### src/rtl/oled_spi_tx.sv
`default_nettype none
// ============================================================================
// Module   : oled_spi_tx
// Purpose  : Byte-wide SPI mode-3 serializer with D/C line for an OLED panel.
// Revision : 1.0
// ============================================================================
module oled_spi_tx #(
    parameter int CLK_DIV = 4
) (
    input  logic       clock,
    input  logic       reset,
    input  logic       in_valid,
    output logic       in_ready,
    input  logic [7:0] in_data,
    input  logic       in_isData,
    output logic       oled_clk,
    output logic       oled_dout,
    output logic       oled_isData,
    output logic       tx_done
);

    localparam int             DW       = $clog2(CLK_DIV + 1);
    localparam logic [DW-1:0]  DIV_LAST = DW'(CLK_DIV - 1);

    typedef enum logic {
        IDLE  = 1'b0,
        SHIFT = 1'b1
    } state_t;

    state_t        state_q;
    logic [DW-1:0] div_q;
    logic [2:0]    bit_q;
    logic [7:0]    shreg_q;
    logic          sclk_q;
    logic          dout_q;
    logic          isd_q;
    logic          done_q;

    always_ff @(posedge clock or posedge reset) begin
        if (reset) begin
            state_q <= IDLE;
            div_q   <= '0;
            bit_q   <= '0;
            shreg_q <= '0;
            sclk_q  <= 1'b1;
            dout_q  <= 1'b0;
            isd_q   <= 1'b0;
            done_q  <= 1'b0;
        end else begin
            done_q <= 1'b0;
            case (state_q)
                IDLE: begin
                    sclk_q <= 1'b1;
                    if (in_valid) begin
                        // Bit 7 goes out with the falling SCLK at accept; the rest queue in shreg_q.
                        state_q <= SHIFT;
                        isd_q   <= in_isData;
                        dout_q  <= in_data[7];
                        shreg_q <= {in_data[6:0], 1'b0};
                        bit_q   <= 3'd7;
                        div_q   <= '0;
                        sclk_q  <= 1'b0;
                    end
                end
                SHIFT: begin
                    if (div_q != DIV_LAST) begin
                        div_q <= div_q + DW'(1);
                    end else begin
                        div_q <= '0;
                        if (!sclk_q) begin
                            sclk_q <= 1'b1;
                        end else if (bit_q == 3'd0) begin
                            // End of bit 0 high phase: SCLK stays high into IDLE.
                            state_q <= IDLE;
                            done_q  <= 1'b1;
                        end else begin
                            sclk_q  <= 1'b0;
                            dout_q  <= shreg_q[7];
                            shreg_q <= {shreg_q[6:0], 1'b0};
                            bit_q   <= bit_q - 3'd1;
                        end
                    end
                end
                default: state_q <= IDLE;
            endcase
        end
    end

    assign in_ready    = (state_q == IDLE);
    assign oled_clk    = sclk_q;
    assign oled_dout   = dout_q;
    assign oled_isData = isd_q;
    assign tx_done     = done_q;

endmodule
`default_nettype wire

### config.mk
export PLATFORM = sky130hd
export DESIGN_NAME = oled_spi_tx
export DESIGN_NICKNAME = d
export VERILOG_FILES = /design/src/rtl/oled_spi_tx.sv
export SDC_FILE = /design/constraint.sdc
export NUM_CORES = 1
export LEC_CHECK = 0
export CORE_MARGIN = 8
export CORE_UTILIZATION = 40
export CTS_CLUSTER_DIAMETER = 100
export DETAILED_ROUTE_END_ITERATION = 8
export PLACE_DENSITY_LB_ADDON = 0.25
export SLEW_MARGIN = 20
export SYNTH_ARGS = -nofsm -noshare
export SYNTH_HDL_FRONTEND = slang
export SYNTH_SLANG_ARGS = --single-unit
export TNS_END_PERCENT = 50
### constraint.sdc
create_clock -name clock -period 1.8 [get_ports clock]
set_input_delay 0.36 -clock clock [delete_from_list [all_inputs] [get_ports clock]]
set_output_delay 0.36 -clock clock [all_outputs]
set_load 0.02 [all_outputs]
; ---- Word level (Yosys, flattened, before mapping)
; Index checks and enable logic that the tools add are counted.
[classes]
add_sub_neg = 2
n_eq_ne = 5
mux = 31
bitwise_logic = 1
n_reduce_logical = 3
[ops]
columns = op, n
row1 = $mux W8, 4
row2 = $mux W3, 6
row3 = $pmux W8 S2, 1
row4 = $mux W1, 15
row5 = $pmux W3 S2, 2
row6 = $ne A2 B2 Y1 const B, 3
row7 = $pmux W1 S2, 3
row8 = $reduce_and A4 Y1, 1
row9 = $add A3 B1 Y3 const B, 1
row10 = $logic_not A3 Y1, 1
row11 = $ne A3 B2 Y1 const B, 1
row12 = $sub A3 B1 Y3 const B, 1
row13 = $ne A2 B1 Y1 const B, 1
row14 = $reduce_and A2 Y1, 1
row15 = $not A1 Y1, 1
[totals]
regBits = 19
output_inout_bits = 5

; ---- Logic depth before layout (Yosys ltp)
; Gate-level depths: netlist of the first run.
[logic_depth]
ltp_word = 5
depth_mapped = 7
mapped_depth_nobuf = 6

; ---- Worst setup path after synthesis of the first run
; No wires, ideal clock.
[synth_path]
kind = reg2reg
start = register bit_q[0]
end = register bit_q[0]
arrival_ns = 1.424
required_time_ns = 1.675
setup_slack_ns = 0.251
path_stages_with_launch = 8
period_less_slack_ns = 1.549
path_cell_list = dfrtp_1 -> inv_1 -> ha_1 -> nand2b_1 -> a31o_4 -> and2_1 -> buf_6 -> mux2_2
[synth_via]
elab_chain_cells = 5
elab_cells_between_ends = 8
cone_classes = 1 x add/sub / 1 x eq/ne / 4 x mux / 2 x reduce/logical
[synth_rtl]
columns = item, line_no
row1 = "start, declared", 32  ; logic [2:0] bit_q;
row2 = "start signal, assigned", 80  ; bit_q <= bit_q - 3'd1;
row3 = $sub A3 B1 Y3, 80
row4 = $mux W3, 72  ; end else if (bit_q == 3'd0) begin
row5 = $mux W3, 70  ; if (!sclk_q) begin
row6 = $mux W3, 66  ; if (div_q != DIV_LAST) begin
row7 = $pmux W3 S2, 51  ; case (state_q)
; Several ways; a longest one is shown, not always the timed one. The select of a mux whose other input is x is not followed.
; A chain may end at the register's enable or synchronous reset.

; ---- Worst setup path in the final report of the first run
[layout_path]
start = register isd_q, in the netlist oled_isData
end = output port oled_isData
[layout_lines]
columns = item, line_no
row1 = "start, declared", 36  ; logic isd_q;
row2 = "start signal, assigned", 57  ; isd_q <= in_isData;
row3 = "end, declared", 18  ; output logic oled_isData,
; No word-level cell between the ends.

==> results of run 1 <==
final timing paths:
check                                 start           to  slack (ps)  cells past startpoint
min in group clock                 div_q[0]     div_q[0]         510                      1
max in group asynchronous             reset     oled_clk        1030                      3
worst min register to register     div_q[0]     div_q[0]         510                      1
worst max register to register     bit_q[0]     bit_q[0]         210                      6
worst min-delay path                  reset     bit_q[1]         260                      2
worst max-delay path            oled_isData  oled_isData         190                      1
metal layers:
layer / vias to the layer above / share of wire (%) / GRT usage (%)
met2: 10 / 48 / 14.7
met4: 0 / 0.50 / 2.56
met3: 2 / 6.6 / 3.05
li1: 321 / - / -
met1: 296 / 45 / 9.70
met5: - / 0 / 0
report_power, final:
part / switching, W / internal, W
Clock: 0.000126 / 0.000123
Combinational: 0.000325 / 0.000372
Sequential: 0.000110 / 0.000580
through the flow:
| step | power (W) | util, % | cells |
|---|---|---|---|
| 2_1_floorplan | 0.00118 | - | 79 |
| 3_3_place_gp | 0.00139 | 53.6 | 125 |
| 3_5_place_dp | 0.00142 | 53.6 | 125 |
| 4_1_cts | 0.00166 | 55.3 | 129 |
| 5_1_grt | 0.00178 | 55.3 | 129 |
| 6_report | 0.00164 | 55.3 | 129 |
cell families (layout without fill, tap and decap cells):
logic type      Yosys count  in the layout  synth area share (%)
flops                    18             18                  52.5
fa+ha+maj                 3              3                  4.36
mux                       5              5                  6.10
simple gates             27             27                  15.8
buf+inv                  10             33                  6.25
compound gates           16             16                  15.0
Yosys cell counts:
cell / count
dfrtp_1: 17
nand2_1: 8
inv_1: 6
nand2b_1: 6
nor2_1: 5
o21ai_0: 4
o221a_1: 4
a21oi_1: 3
ha_1: 3
mux2i_1: 3
or3_1: 3
a2bb2oi_1: 2
buf_6: 2
mux2_2: 2
nor2b_1: 2
a31o_4: 1
and2_1: 1
buf_2: 1
dfstp_2: 1
inv_2: 1
nand4_1: 1
nor4_1: 1
o21ai_1: 1
o32ai_1: 1
registers in the layout (all words and copies together), names as in the netlist:
name and count:
oled_dout 1, state_q 1, oled_clk 1, div_q 3, tx_done 1, shreg_q 7
bit_q 3, oled_isData 1
layout make-up:
type                    count  area, sq um
clock buffers               4         36.3
fillers                   195          896
inverters                   7         26.3
multi-input cells          51          355
flip-flops and latches     18          452
well taps                  27         33.8
repair buffers             22          203
==> results.yml, run 1 <==
critical_path:
  cp-end-kind: "output port"
  arrival_ps: 1250
  crit_buf_inv: 1
  critPathKind: "reg2out"
  cp_cell_sequence: "clkdlybuf4s50_1"
  slowest_delay_ps: 610
  cp-start-kind: "flop"
  critPathSlowestCell: "clkdlybuf4s50_1"
  cp.required_ps: 1440
  worstPathMaxFanout: 2
  timing.critical_path.max_delay_family: "buffers and inverters"
final_layout:
  layout_common_cells: "dfrtp_1 (17), clkdlybuf4s50_1 (14), nand2_1 (8)"
  final_net_count: 118
  final_layout_size_suffix_gt1_share_pct: 14.7
  layout_commonest_cell: "dfrtp_1"
  area_growth_pct: 28.5
  final_area_sq_mm: 0.00111
  n_antenna_cell: 0
logic_synthesis:
  syn_inst: 79
  ys_warn_count: 0
  yosysUniqueCellTypes: 24
  synth_top_cell_by_area: "dfrtp_1"
  syn_area_sq_um: 861
  avgSynthCellArea_sq_um: 10.9
  syn_nets: 94
  yosysSeqAreaShare_pct: 52.5
  synth_area_leaders: "dfrtp_1 (49%), o221a_1 (5.2%), ha_1 (4.4%)"
  synth_top_area_share_pct: 49.4
  ys_ff_latch: 18
sta:
  skew_ps: 3.94
  fin_hold_ws_ps: 263
  hold_violations: 0
  max_slew.worst_pin.slew_ps: 316
  finalCriticalPeriod_ps: 1610
  timing.final.ws_setup_ps: 189
  fin_setup_tns_ps: 0
  drv_slew: 0
  rsz0062_at_grt: "false"
  setup_violations: 0
  finalCritPeriodShare_pct: 89.5
  slew_headroom_pct: 78.7
  fmax_ghz: 0.621
floorplanning:
  die_area_sq_mm: 0.00389
  die_y_um: 62.4
  core_sq_mm: 0.00200
  top_level_ports: 17
  num_rows: 16
  die_w_um: 62.4
  initial_core_util_pct: 43.0
cts:
  clk_path_buf_depth: 2
  insertion_delay_ps: 280
  clk_pin_slew_ps: 110
  clock-sinks: 18
  cts_resized: 2
  cts_setup_buffers: 0
  cts_root_buf: "clkbuf_4"
  cts_hold_buf: 0
  htreeDepth: 1
  cts_inserted_buffers: 3
  cts_tree: "yes"
global_routing:
  grt_overflow: 0
  grt_max_degree: 14
  track_usage_pct: 8.59
  grt_pass1_wl_um: 2860
  antenna_found_initial: 0
  grt_pass1_vias: 657
status:
  status: "finished, final reports clean"
placement:
  post-place-ws_ps: 33.6
  dp_hpwl_um: 1290
  io_buffers: 16
  dpl_cell_area_sq_mm: 0.00107
  routabilityCongestion: 0.794
power:
  ir_drop_mv: 0.601
  p_per_area_mw_per_mm2: 1480
  power.leakage_nw: 0.500
routing:
  drtIter0Drc: 11
  drtAntennaViolNets: 0
  vias: 629
  drcViolationCount: 0
  drt-total-wl_um: 1610
  drt-vias-per-instance: 4.88
  wl_per_cell_um: 12.4
  dr.pass1.iters: 4
flow_run:
  drv_cap: 0
min_path:
  hp-class: "in2async"
No activity file was read; power rests on OpenSTA's default activity.
==> inputs of run 2 (changes only) <==
--- a/config.mk
+++ b/config.mk
@@ -5,12 +5,13 @@
 export SDC_FILE = /design/constraint.sdc
 export NUM_CORES = 1
 export LEC_CHECK = 0
+export CELL_PAD_IN_SITES_DETAIL_PLACEMENT = 1
+export CELL_PAD_IN_SITES_GLOBAL_PLACEMENT = 1
 export CORE_MARGIN = 8
-export CORE_UTILIZATION = 40
+export CORE_UTILIZATION = 38
 export CTS_CLUSTER_DIAMETER = 100
 export DETAILED_ROUTE_END_ITERATION = 8
 export PLACE_DENSITY_LB_ADDON = 0.25
-export SLEW_MARGIN = 20
 export SYNTH_ARGS = -nofsm -noshare
 export SYNTH_HDL_FRONTEND = slang
 export SYNTH_SLANG_ARGS = --single-unit
==> run 2 against run 1 <==
Sequential share of layout area about the same; combinational power is 3.3% higher; cell area rose by 0.11%; die area grew 3.9%; count of clock-buffer cells in the layout unchanged; critical path depth did not move; via count rose by 4.6%; routed wire length rose by 19%; first-iteration DRC count fell by 55%.
==> results.yml, run 2 (synthesized netlist as in run 1, its figures left out) <==
status:
  status: "finished, final reports clean"
critical_path:
  slowest_delay_ps: 620
  ff2ff_path_depth: 6
  timing.critical_path.max_delay_family: "buffers and inverters"
  cp-end-kind: "output port"
  r2r_start: "bit_q[0]"
  arrival_ps: 1280
  critPathSlowestCell: "clkdlybuf4s50_1"
  cp_cell_sequence: "clkdlybuf4s50_1"
  reg2reg_to: "bit_q[0]"
  worstPathMaxFanout: 2
  crit_start: "oled_isData"
  cp.required_ps: 1440
  cp-start-kind: "flop"
  crit_buf_inv: 1
  critPathKind: "reg2out"
  ff2ff_setup_slack_ps: 170
final_layout:
  stdcell_count: 130
  regMostFlops: "shreg_q"
  layout_common_cells: "dfrtp_1 (17), clkdlybuf4s50_1 (14), nand2_1 (8)"
  area_growth_pct: 28.6
  final_layout_size_suffix_gt1_share_pct: 14.7
  layout_commonest_cell: "dfrtp_1"
  final_net_count: 118
  n_antenna_cell: 0
  largest_register_ffs: 7
  final_core_util_pct: 51.0
  fillCellCount: 250
  largestRegisters: "shreg_q (7), bit_q (3), div_q (3)"
cts:
  clk_pin_slew_ps: 100
  cts_setup_buffers: 0
  clock-sinks: 18
  clk_path_buf_depth: 2
  cts_root_buf: "clkbuf_4"
  cts_inserted_buffers: 3
  cts_tree: "yes"
  htreeDepth: 1
  insertion_delay_ps: 300
floorplanning:
  die_area_sq_mm: 0.00404
  top_level_ports: 17
  initial_core_util_pct: 39.7
  core_sq_mm: 0.00217
  die_y_um: 63.6
  die_w_um: 63.6
  num_rows: 17
sta:
  hold_violations: 0
  finalCriticalPeriod_ps: 1640
  slew_headroom_pct: 77.8
  max_slew.worst_pin.slew_ps: 330
  fmax_ghz: 0.611
  rsz0062_at_grt: "false"
  drv_slew: 0
  finalCritPeriodShare_pct: 90.9
  setup_violations: 0
  fin_setup_tns_ps: 0
  skew_ps: 6.40
  fin_hold_ws_ps: 192
placement:
  place_inst: 126
  io_buffers: 16
  dp_hpwl_um: 1510
  routabilityCongestion: 0.727
routing:
  drcViolationCount: 0
  drtIter0Drc: 5
  dr.pass1.iters: 3
  drtAntennaViolNets: 0
  drt-total-wl_um: 1910
  vias: 658
  wl_per_cell_um: 14.7
  drt-vias-per-instance: 5.06
global_routing:
  antenna_found_initial: 0
  grt_pass1_vias: 765
  track_usage_pct: 10.3
  grt_pass1_wl_um: 3380
  grt_overflow: 0
  grt_max_degree: 18
power:
  power.leakage_nw: 0.500
  p_sw_share_pct: 35.5
  p_per_area_mw_per_mm2: 1500
  clock_power_share_pct: 15.2
  power_w: 0.00167
  p_comb_share_pct: 43.2
  internal-power_w: 0.00108
  power_switching_w: 0.000591
  ir_drop_mv: 0.625
  power.share.sequential_pct: 41.6
flow_run:
  drv_cap: 0
min_path:
  hp-class: "in2async"
## run 2: layout make-up
| class | count | area [sq um] | share of cell area, % |
|---|---|---|---|
| timing repair buffer | 22 | 203 | 18.3 |
| sequential | 18 | 452 | 40.8 |
| clock buffer | 4 | 36.3 | 3.28 |
| inverter | 7 | 26.3 | 2.37 |
| multi-input combinational | 51 | 355 | 32.1 |
| tap | 28 | 35.0 | 3.16 |
## run 2: stage by stage
stage / setup slack [ps] / cell area, sq um
global placement: 31.9 / 1070
finish: 164 / 1110
global route: 75.7 / 1110
detailed placement: 3.41 / 1070
CTS: 143 / 1110
floorplan: 251 / 861
## run 2: power groups by stage
stage                     registers [W]  logic (W)  clock network (W)
final                          0.000693   0.000720           0.000253
after global placement         0.000693   0.000705                  0
after CTS                      0.000697   0.000735           0.000259
after detailed placement       0.000706   0.000741                  0
after global routing           0.000717   0.000807           0.000275
after floorplan                0.000711   0.000469                  0
## run 2: how the worst max path moves through the flow
stage / slack [ps] / endpoint / cells past startpoint
after floorplan: 250 / bit_q[0] / 7
after global placement: 30 / bit_q[0] / 5
after detailed placement: 3 / bit_q[0] / 5
after CTS: 140 / oled_isData / 1
after global routing: 80 / bit_q[0] / 6
final: 160 / oled_isData / 1
## run 2: timing repair
action                                  CTS  global route
resized for setup                         2             0
hold buffers                              0             0
endpoints found under the setup margin    2             0
hold endpoints to repair                  0             0
## run 2: layer usage
| layer | up-vias | GRT usage (%) | part of all wire, % |
|---|---|---|---|
| met5 | - | 0 | 0 |
| met4 | 0 | 5.29 | 1.9 |
| met3 | 5 | 3.89 | 5.7 |
| met2 | 16 | 16.7 | 46 |
| met1 | 317 | 11.4 | 46 |
| li1 | 320 | - | - |
==> inputs of run 3 (changes only) <==
==> constraint.sdc (replaced) <==
create_clock -name clock -period 1.7 [get_ports clock]
set_input_delay 0.34 -clock clock [delete_from_list [all_inputs] [get_ports clock]]
set_output_delay 0.34 -clock clock [all_outputs]
set_load 0.02 [all_outputs]
==> run 3 against run 2 <==
Combinational power is 12% higher; flip-flop and latch count stayed put; register-to-register slack worse by 50 ps; power is 8.7% higher; clock power is 7% higher; worst hold slack worse by 20 ps; setup slack worse by 81 ps; routed wire length is 2.7% higher; cell count is 1.5% higher; critical endpoint unchanged; largest cell class unchanged; highest routed layer unchanged.
==> results.yml, run 3 (synthesized netlist as in run 1, its figures left out) <==
critical_path:
  arrival_ps: 1280
  slowest_delay_ps: 620
  cp-start-kind: "flop"
  crit_buf_inv: 1
  timing.critical_path.max_delay_family: "buffers and inverters"
  cp-end-kind: "output port"
  worstPathMaxFanout: 2
  critPathSlowestCell: "clkdlybuf4s50_1"
  cp.required_ps: 1360
  cp_cell_sequence: "clkdlybuf4s50_1"
  critPathKind: "reg2out"
final_layout:
  area_growth_pct: 30.5
  multi_input_area_sq_um: 357
  final_area_sq_mm: 0.00112
  regMostFlops: "shreg_q"
  layout_common_cells: "dfrtp_1 (17), clkdlybuf4s50_1 (14), nand2_1 (8), buf_4 (8)"
  fillCellCount: 249
  largestRegisters: "shreg_q (7), bit_q (3), div_q (3)"
  largest_register_ffs: 7
  layout_commonest_cell: "dfrtp_1"
  n_antenna_cell: 0
  final_net_count: 120
  final_layout_size_suffix_gt1_share_pct: 17.3
  regArea_sq_um: 452
placement:
  dp_hpwl_um: 1530
  post-place-ws_ps: -65.5
  dpl_cell_area_sq_mm: 0.00108
  io_buffers: 16
  routabilityCongestion: 0.728
sta:
  rsz0062_at_grt: "false"
  setup_violations: 0
  slew_headroom_pct: 77.7
  fmax_ghz: 0.619
  hold_violations: 0
  drv_slew: 0
  finalCritPeriodShare_pct: 95.1
  skew_ps: 2.08
  timing.final.ws_setup_ps: 83.8
  max_slew.worst_pin.slew_ps: 331
  finalCriticalPeriod_ps: 1620
global_routing:
  track_usage_pct: 11.0
  grt_pass1_wl_um: 3590
  grt_pass1_vias: 788
  grt_max_degree: 18
  grt_overflow: 0
  antenna_found_initial: 0
floorplanning:
  core_sq_mm: 0.00217
  initial_core_util_pct: 39.7
  die_area_sq_mm: 0.00404
  top_level_ports: 17
  die_y_um: 63.6
  num_rows: 17
  die_w_um: 63.6
routing:
  wl_per_cell_um: 14.9
  drt-total-wl_um: 1960
  drt-vias-per-instance: 5.01
  drtIter0Drc: 16
  drcViolationCount: 0
  dr.pass1.iters: 4
  drtAntennaViolNets: 0
  vias: 661
cts:
  cts_inserted_buffers: 3
  cts_tree: "yes"
  cts_hold_buf: 0
  insertion_delay_ps: 290
  clk_path_buf_depth: 2
  htreeDepth: 1
  clk_pin_slew_ps: 110
  cts_root_buf: "clkbuf_4"
  clock-sinks: 18
min_path:
  hp-class: "in2async"
flow_run:
  drv_cap: 0
status:
  status: "finished, final reports clean"
power:
  ir_drop_mv: 0.774
  p_per_area_mw_per_mm2: 1610
  power.leakage_nw: 0.511
-- run 3: cell count changes in the layout (fill, tap and decap cells not counted), sizes merged --
cell	previous run	this run
buf	6	8
-- run 3: metrics by stage --
step	hold WS, ps	TNS (ps)	cells	total power, W	utilization [%]
4_1_cts	165	0	131	0.00181	51.4
2_1_floorplan	278	0	79	0.00125	-
5_1_grt	180	0	132	0.00196	51.8
3_5_place_dp	495	-236	127	0.00155	49.8
3_3_place_gp	490	-158	127	0.00149	49.8
6_report	173	0	132	0.00181	51.8
-- run 3: path summary, 6_finish.rpt --
path,end,start,slack [ps],depth (start not counted)
worst min register to register,div_q[2],div_q[2],530,2
min in group clock,div_q[2],div_q[2],530,2
worst max register to register,bit_q[0],bit_q[0],120,6
worst min-delay path,oled_isData,reset,170,2
max in group asynchronous,oled_clk,reset,1070,3
worst max-delay path,oled_isData,oled_isData,80,1
-- run 3: per-layer routing --
metal,track usage [%],up-vias,part of all wire (%)
li1,-,323,-
met2,18.5,15,48
met5,0,-,0
met3,3.53,2,5.8
met4,4.18,0,0.61
met1,12.5,321,45
-- run 3: power by group --
| group | switching [W] | internal, W |
|---|---|---|
| clock | 0.000139 | 0.000130 |
| combinational | 0.000387 | 0.000420 |
| sequential | 0.000119 | 0.000614 |
| total | 0.000646 | 0.00116 |
-- run 3: layout make-up --
class / instances / share of cell area [%]
clock buffers: 4 / 3.23
inverters: 7 / 2.34
multi-input cells: 51 / 31.7
flip-flops and latches: 18 / 40.2
well taps: 28 / 3.12
repair buffers: 24 / 19.4
-- run 3: timing repair --
item,CTS,global route
resized for setup,2,1
setup buffers,0,1
hold endpoints to repair,0,0
gates cloned,0,0
endpoints found under the setup margin,2,4
